### config.mk
export PLATFORM = sky130hd
export DESIGN_NAME = leb128_encoder
export DESIGN_NICKNAME = d
export VERILOG_FILES = /design/src/rtl/leb128_encoder.sv
export SDC_FILE = /design/constraint.sdc
export NUM_CORES = 1
export LEC_CHECK = 0
export ABC_AREA = 1
export CAP_MARGIN = 20
export CORE_MARGIN = 2
export CORE_UTILIZATION = 40
export CTS_CLUSTER_DIAMETER = 50
export DETAILED_ROUTE_END_ITERATION = 10
export PLACE_DENSITY = 0.67
export SLEW_MARGIN = 0
export SYNTH_ARGS = -nofsm -noshare
export SYNTH_HDL_FRONTEND = slang
export SYNTH_SLANG_ARGS = --single-unit
### constraint.sdc
create_clock -name clk -period 2.32 [get_ports clk]
set_clock_uncertainty 0.15 [all_clocks]
set_input_delay 0.232 -clock clk [delete_from_list [all_inputs] [get_ports clk]]
set_output_delay 0.232 -clock clk [all_outputs]
set_load 0.01 [all_outputs]
### src/rtl/leb128_encoder.sv
// Streaming LEB128 encoder: one WIDTH-bit value in, a sequence of 7-bit
// groups out (low group first), with a continuation flag in bit 7 of each byte.
// Both ULEB128 and SLEB128 are supported, selected per value.
module leb128_encoder #(
   parameter int WIDTH = 64,
   parameter int IDX_W = 4
) (
   input  logic             clk,
   input  logic             reset,
   input  logic [WIDTH-1:0] in_data,
   input  logic             in_signed,
   input  logic             in_valid,
   output logic             in_ready,
   output logic [7:0]       out_byte,
   output logic             out_valid,
   input  logic             out_ready,
   output logic             out_last,
   output logic [IDX_W-1:0] out_index,
   output logic             busy
);
   // 7 guard bits above the value hold the sign extension of narrow signed
   // inputs, so the last group always sees the correct sign bits.
   localparam int SH_W = WIDTH + 7;

   typedef enum logic {IDLE, EMIT} state_t;

   state_t          state, state_nxt;
   logic [SH_W-1:0] sh, sh_load, rest;
   logic            sgn;
   logic [IDX_W-1:0] idx;
   logic [6:0]      grp;
   logic            last;
   logic            accept, advance;

   assign sh_load = in_signed ? {{7{in_data[WIDTH-1]}}, in_data} : {7'b0, in_data};
   assign grp     = sh[6:0];
   // Shift is spelled out so arithmetic vs logical never depends on
   // expression signedness rules.
   assign rest    = sgn ? {{7{sh[SH_W-1]}}, sh[SH_W-1:7]} : {7'b0, sh[SH_W-1:7]};
   assign accept  = (state == IDLE) && in_valid;
   assign advance = (state == EMIT) && out_ready && !last;

   // Termination: unsigned stops when nothing is left; signed stops when the
   // remaining bits are pure sign and agree with bit 6 of the current group.
   always_comb begin
      last = 1'b0;
      if (sgn)
         last = ((rest == '0) && !grp[6]) || ((&rest) && grp[6]);
      else
         last = (rest == '0);
   end

   // State register.
   always_ff @(posedge clk or posedge reset) begin
      if (reset) state <= IDLE;
      else       state <= state_nxt;
   end

   // Next state and handshake outputs; byte fields come from registers only.
   always_comb begin
      state_nxt = state;
      in_ready  = 1'b0;
      out_valid = 1'b0;
      out_byte  = 8'h00;
      out_last  = 1'b0;
      out_index = '0;
      case (state)
         IDLE: begin
            in_ready = 1'b1;
            if (in_valid) state_nxt = EMIT;
         end
         EMIT: begin
            out_valid = 1'b1;
            out_byte  = {~last, grp};
            out_last  = last;
            out_index = idx;
            if (out_ready && last) state_nxt = IDLE;
         end
         default: state_nxt = IDLE;
      endcase
   end

   assign busy = ~in_ready;

   // Datapath: load on accept, shift one group per non-final handshake.
   always_ff @(posedge clk or posedge reset) begin
      if (reset) begin
         sh  <= '0;
         sgn <= 1'b0;
         idx <= '0;
      end else if (accept) begin
         sh  <= sh_load;
         sgn <= in_signed;
         idx <= '0;
      end else if (advance) begin
         sh  <= rest;
         idx <= idx + 1'b1;
      end
   end
endmodule

==> impl_metrics.ini <==
[pwr]
ir_drop_mv = 0.737
combPwrFrac = 0.444
power_frac_clock = 0.178
sw_frac_of_total = 0.427
powerDensity_mw_per_mm2 = 923
p_seq_frac = 0.378
power.switching_w = 0.00216
p_leak_nw = 3.10
power_w = 0.00506
internal-power_w = 0.00290

[detailed_routing]
drc_errors = 0
wl_per_cell_um = 13.3
drtPass1Iterations = 5
drtIter0Drc = 373
viasPerCell = 5.03
drt_wl_total_mm = 11.8
ant_nets = 0
vias = 4474

[cells_and_area]
drive_above_1_share = 0.0600
post-route-util = 0.510
nets = 815
n_antenna_cell = 0
synthToLayoutAreaGrowth_pct = 25.7
fillers = 1131

[outcome]
status = completed

[global_routing]
grt_overflow = 0
antenna_found_initial = 0
grt_max_degree = 72
grt_use_total = 0.211
grt_pass1_wl_mm = 19.8
grt_pass1_vias = 4160

[die]
num_rows = 38
die-area_mm2 = 0.0117
die_x_um = 108
ios = 85
die_y_um = 108
start_util = 0.406
core_mm2 = 0.0107

[sta]
finalHoldViolCount = 0
tns_ns = 0
setup_viol = 0
setup_slack_ns = 0.168
relSlewSlack = 0.527
period_share = 0.928
max_freq_ghz = 0.465
finalCriticalPeriod_ns = 2.15
slew_violations = 0
grt_setup_unrepaired = false
worst_pin_slew_ns = 0.710

[synthesis]
synthAdderAreaFrac = 0.00287
synth_simple_gate_area_frac = 0.496
synth_top_family_by_area = simple AND/OR/NAND/NOR gates
synth_fp_nets = 746
ys.warnings.count = 0
synth_area_per_cell_um2 = 6.45
ys_seq_elements = 71
synth-compound-area-share = 0.00660
synthDistinctLibCells = 20
ys_seq_area_frac = 0.408
synthMuxAreaShare = 0
syn_inst = 676
synth_xor_area_frac = 0.00201
synth_area_mm2 = 0.00436

[clocking]
cts.sinks = 71
cts-root-buf = clkbuf_8
clk_pin_slew_worst_paths_ns = 0.08
clkLatencyLatePin_ns = 0.34
clk_path_buf_depth = 2
cts_tree = yes
htree_levels = 3
numCtsBuffers = 9

[placed_design]
io_buffers = 84
hpwl_mm = 7.95
dp_slack_ns = 0.194
place.gp.congestion = 0.832

[worst_setup_path]
cp_max_fo = 3
cpMostUsedCell = nand2_1
endpoint_kind = primary output
cp-start-kind = flip-flop
critPathMaxStageDelay_ns = 0.37
cp_slowest_cell = dfrtp_1
path_cells = buf_4 -> nand2_1 -> inv_1 -> nand2_1 -> nor2_1 -> nand2_1 -> nor2_1 -> nand2_2 -> nand3_2 -> inv_1 -> dlygate4sd2_1
critical_path_class = reg2out
critPathBufInv = 4
cp.arrival_ns = 1.77
cp_data_required_time_ns = 1.94
cp_top_family = simple AND/OR/NAND/NOR gates

[flow_run]
max_cap_viol_count = 0

[hold_path]
hp-class = in2async
## cells in the mapped netlist
cell type | number | area [um^2]
nand4_1 | 6 | 37.5
nand3_1 | 141 | 706
buf_4 | 3 | 22.5
a21oi_1 | 1 | 5.00
nand3_2 | 1 | 10.0
xor2_1 | 1 | 8.76
o211ai_1 | 1 | 7.51
nand2_2 | 1 | 6.26
inv_1 | 32 | 120
nor2_1 | 54 | 203
o22ai_1 | 1 | 6.26
dfrtp_1 | 71 | 1780
o21ai_0 | 2 | 10.0
clkbuf_1 | 12 | 45.0
ha_1 | 1 | 12.5
nand2_1 | 318 | 1190
buf_6 | 7 | 78.8
buf_2 | 17 | 85.1
or2_1 | 1 | 6.26
buf_1 | 5 | 18.8
## layer usage
metal	part of all wire	track usage
met1	0.46	0.293
met4	0.0048	0.0549
met3	0.056	0.0380
met5	0	0
met2	0.48	0.340
## power groups by stage
stage	Sequential [W]	Clock [W]	Combinational (W)
after floorplan	0.00182	0	0.00168
after global placement	0.00191	0	0.00218
after detailed placement	0.00193	0	0.00219
after CTS	0.00190	0.000923	0.00219
after global routing	0.00196	0.000990	0.00255
final	0.00191	0.000903	0.00225
## final cells by class
type	instances	area, um^2	area share
Sequential cell	71	1780	0.324
Inverter	32	120	0.0219
Tap cell	140	175	0.0320
Clock inverter	3	17.5	0.00320
Multi-Input combinational cell	529	2240	0.408
Timing Repair Buffer	102	995	0.181
Clock buffer	13	159	0.0290
## cells in the final DEF (no fill, tap or decap), types with 4 or more instances in the layout
| cell type | count |
|---|---|
| inv_1 | 30 |
| nor2_1 | 52 |
| nand4_1 | 6 |
| dfrtp_1 | 70 |
| nand3_1 | 140 |
| clkbuf_8 | 11 |
| nand2_2 | 4 |
| buf_4 | 16 |
| nand2_1 | 314 |
| clkdlybuf4s50_1 | 82 |
## registers in the layout, summed over array words and instances (netlist names)
register  flops
busy          1
sgn           1
sh           65
idx           4
## metrics by stage
stage / hold WS, ns / area (um^2) / std cells
after floorplan: 0.193 / 4360 / 676
after global placement: 0.341 / 5270 / 871
after detailed placement: 0.345 / 5270 / 871
after CTS: 0.158 / 5460 / 888
after global routing: 0.165 / 5480 / 890
final: 0.146 / 5480 / 890
## worst register-to-register path: stages (launching register included)
cell     delay [ns]
dfrtp_1        0.39
buf_4          0.15
nand2_1        0.06
inv_1          0.03
nand2_1        0.05
nor2_1         0.05
nand2_1        0.06
nor2_1         0.05
nand2_2        0.09
nand2_1        0.07
nand2_2        0.07
buf_4          0.55
nand3_1        0.20
nand2_1        0.11
## repair_timing
item                       in CTS  in global routing
setup buffers                   1                  2
pin swaps                       1                  1
hold buffers                    0                  0
gates resized for setup         4                  6
setup endpoints to repair       2                 26
## path summary, 6_finish.rpt
| path | start | endpoint | slack [ns] | depth (start not counted) |
|---|---|---|---|---|
| min reg2reg | sh[3] | sh[3] | 0.36 | 2 |
| max reg2reg | sh[29] | sh[60] | 0.17 | 13 |
| max in group asynchronous | reset | sh[6] | 1.54 | 3 |
| max | sh[29] | out_byte[7] | 0.17 | 11 |
| min | reset | sh[0] | 0.15 | 3 |
| min in group clk | in_signed | sgn | 0.36 | 3 |
## kinds of logic (layout without fill, tap and decap cells)
logic type               count (synthesis)  after routing
buffers and inverters                   76            150
AND/OR/NAND/NOR                        522            522
flip-flops                              71             71
XOR/XNOR                                 1              1
adder cells (fa/ha/maj)                  1              1
AO/OA/AOI/OAI                            5              5
(Power assumes the default switching activity.)
==> patch (config.mk and constraints unchanged) <==
Make the reset (`reset`) synchronous in 2 clocked blocks.
--- a/src/rtl/leb128_encoder.sv
+++ b/src/rtl/leb128_encoder.sv
@@ -52,5 +52,5 @@
 
    // State register.
-   always_ff @(posedge clk or posedge reset) begin
+   always_ff @(posedge clk) begin
       if (reset) state <= IDLE;
       else       state <= state_nxt;
@@ -84,5 +84,5 @@
 
    // Datapath: load on accept, shift one group per non-final handshake.
-   always_ff @(posedge clk or posedge reset) begin
+   always_ff @(posedge clk) begin
       if (reset) begin
          sh  <= '0;
Function: differs if reset is asserted again (counterexample within 4 cycles, from zero or initial values and one cycle with reset high); with reset held inactive, the same outputs for 4 cycles.
==> patch against the unedited design <==
Area after synthesis fell by 8.8%; wire length fell by 8.3%; fmax rose by 0.58%; hold slack improved by 0.017 ns; setup slack improved by 0.012 ns; utilization rose by 2.3 points; cell area fell by 5.3%; die area fell by 8.4%; sequential cell count did not move; critical path type unchanged; largest cell class unchanged.
Power is not compared: it rests on default switching activity, and its combinational part moved more than twofold at a synthesized area within 25%.
==> patch: results (changes against the unedited design) <==
Finish
  • Count of filler cells inserted in the layout: 1011 (-11%)
  • Fraction of final layout cells with drive strength greater than 1: 6.41% (+0.41 points)
  • Diodes inserted: 0 (unchanged)
  • Net count of the finished layout: 814 (-0.12%)

Drt
  • Length of the first detailed-routing pass in iterations: 4 (-1)
  • DR WL/cell: 12.3 µm (-7.4%)
  • Detailed-route via count: 4313 (-3.6%)
  • Drt first-iter violations: 159 (-57%)
  • WL final: 10800 µm (-8.3%)

Clock network
  • Worst-skew pair later-pin latency: 0.35 ns
  • Cts bufs inserted: 9 (unchanged)
  • Clock root buffer: sky130_fd_sc_hd__clkbuf_8
  • CTS Buffer Depth: 2 (unchanged)

Synth
  • Cells taking the most area after synthesis: sky130_fd_sc_hd__dfxtp_1 36%, sky130_fd_sc_hd__nand2_1 30%, sky130_fd_sc_hd__a21oi_1 8.7%, sky130_fd_sc_hd__nand3_1 8.4%, sky130_fd_sc_hd__nor2_1 5.2%
  • Synthesis warning total: 0 (unchanged)
  • Distinct cell type count after synthesis: 22 (+10%)
  • Commonest register cell after synthesis: sky130_fd_sc_hd__dfxtp_1
  • Share of the yosys chip area belonging to registers: 35.7% (-5.0 points)
  • Cell types with the highest counts after synthesis: 317 x sky130_fd_sc_hd__nand2_1, 71 x sky130_fd_sc_hd__dfxtp_1, 69 x sky130_fd_sc_hd__a21oi_1
  • Synthesized netlist net count: 744 (-0.27%)
  • Number of instances in the synthesized netlist: 674 (-0.30%)
  • Share of async-settable or async-resettable flops after synthesis: 0% (-100 points)

Placement
  • IO Port Bufs: 84 (unchanged)
  • Worst setup slack after placement: 0.0458 ns (-0.149 ns)
  • Hpwl dp: 7520 µm (-5.3%)
  • Placed cell areas: 4890 µm² (-7.2%)
  • Global placement routability congestion: 0.797 (-4.1%)
  • Placed Cells: 860 (-1.3%)

Worst setup path
  • Crit Path Max Fanout: 4 (+1)
  • Worst path top cell family by delay: simple AND/OR/NAND/NOR gates
  • Cell with the largest stage delay on the worst path: sky130_fd_sc_hd__dfxtp_1
  • Slowest Stage Delay on Critical Path: 0.40 ns (+0.03 ns)

GRT
  • Via count of the first global-routing pass: 4173 (+0.31%)
  • Overall Global Routing Usage: 20.6% (-0.47 points)
  • Wire length of the first global-routing pass: 18700 µm (-5.5%)
  • Pin count of the biggest net entering global routing: 49 (-32%)

Timing
  • Slew at the pin closest to its max-slew limit: 0.434 ns (-0.276 ns)

Outcome
  • Run status: finished, final reports clean

Pwr
  • Clock Power: 1.10 mW
  • Cell internal pwr: 2.22 mW
  • Part of the total power dissipated in sequential elements: 42.9%
  • Dominant power group: registers
  • Leakage: 2.34 nW

Worst hold path
  • Type of the worst min-delay path: in -> reg
-- patch: cell types whose count changed after synthesis, moves of 3 or more --
cell	before	now
sky130_fd_sc_hd__buf_6	7	3
sky130_fd_sc_hd__a21oi_1	1	69
sky130_fd_sc_hd__nand4_1	6	9
sky130_fd_sc_hd__clkbuf_1	12	20
sky130_fd_sc_hd__dfrtp_1	71	0
sky130_fd_sc_hd__dfxtp_1	0	71
sky130_fd_sc_hd__nand3_1	141	67
-- patch: per-layer routing --
layer  track usage (%)  routed length [µm]  share of wire (%)
met5                 0                   0                  0
met2              37.2                5320                 49
met1              24.9                4840                 45
met3              4.78                 579                5.3
met4              4.54                  88               0.81
-- patch: cell type report --
type	count	area [µm²]	area share (%)
Clock buffer	9	124	2.39
Clock inverter	7	96.3	1.86
Inverter	31	116	2.24
Multi-Input combinational cell	529	2240	43.3
Sequential cell	71	1430	27.5
Tap cell	133	166	3.21
Timing Repair Buffer	102	1010	19.5
-- patch: path summary, 6_finish.rpt --
path | endpoint | slack [ns] | cells past startpoint | start
worst min register to register | sh[3]$_SDFFE_PP0P_ | 0.33 | 2 | sh[3]$_SDFFE_PP0P_
worst min-delay path | sh[48]$_SDFFE_PP0P_ | 0.16 | 2 | reset
worst max register to register | sh[55]$_SDFFE_PP0P_ | 0.24 | 12 | sh[57]$_SDFFE_PP0P_
worst max-delay path | out_last | 0.18 | 8 | sh[57]$_SDFFE_PP0P_
-- patch: timing repair --
action	in CTS	in global routing
gates resized for setup	10	9
cloned	0	0
setup buffers	5	1
pin swaps	1	0
endpoints found under the setup margin	2	58
-- patch: cells by family after synthesis --
group	count (synthesis)	synth area share, %
compound gates	72	9.15
xor+xnor	2	0.440
fa+ha+maj	1	0.315
buf+inv	74	8.15
flops	71	35.7
simple gates	454	46.2
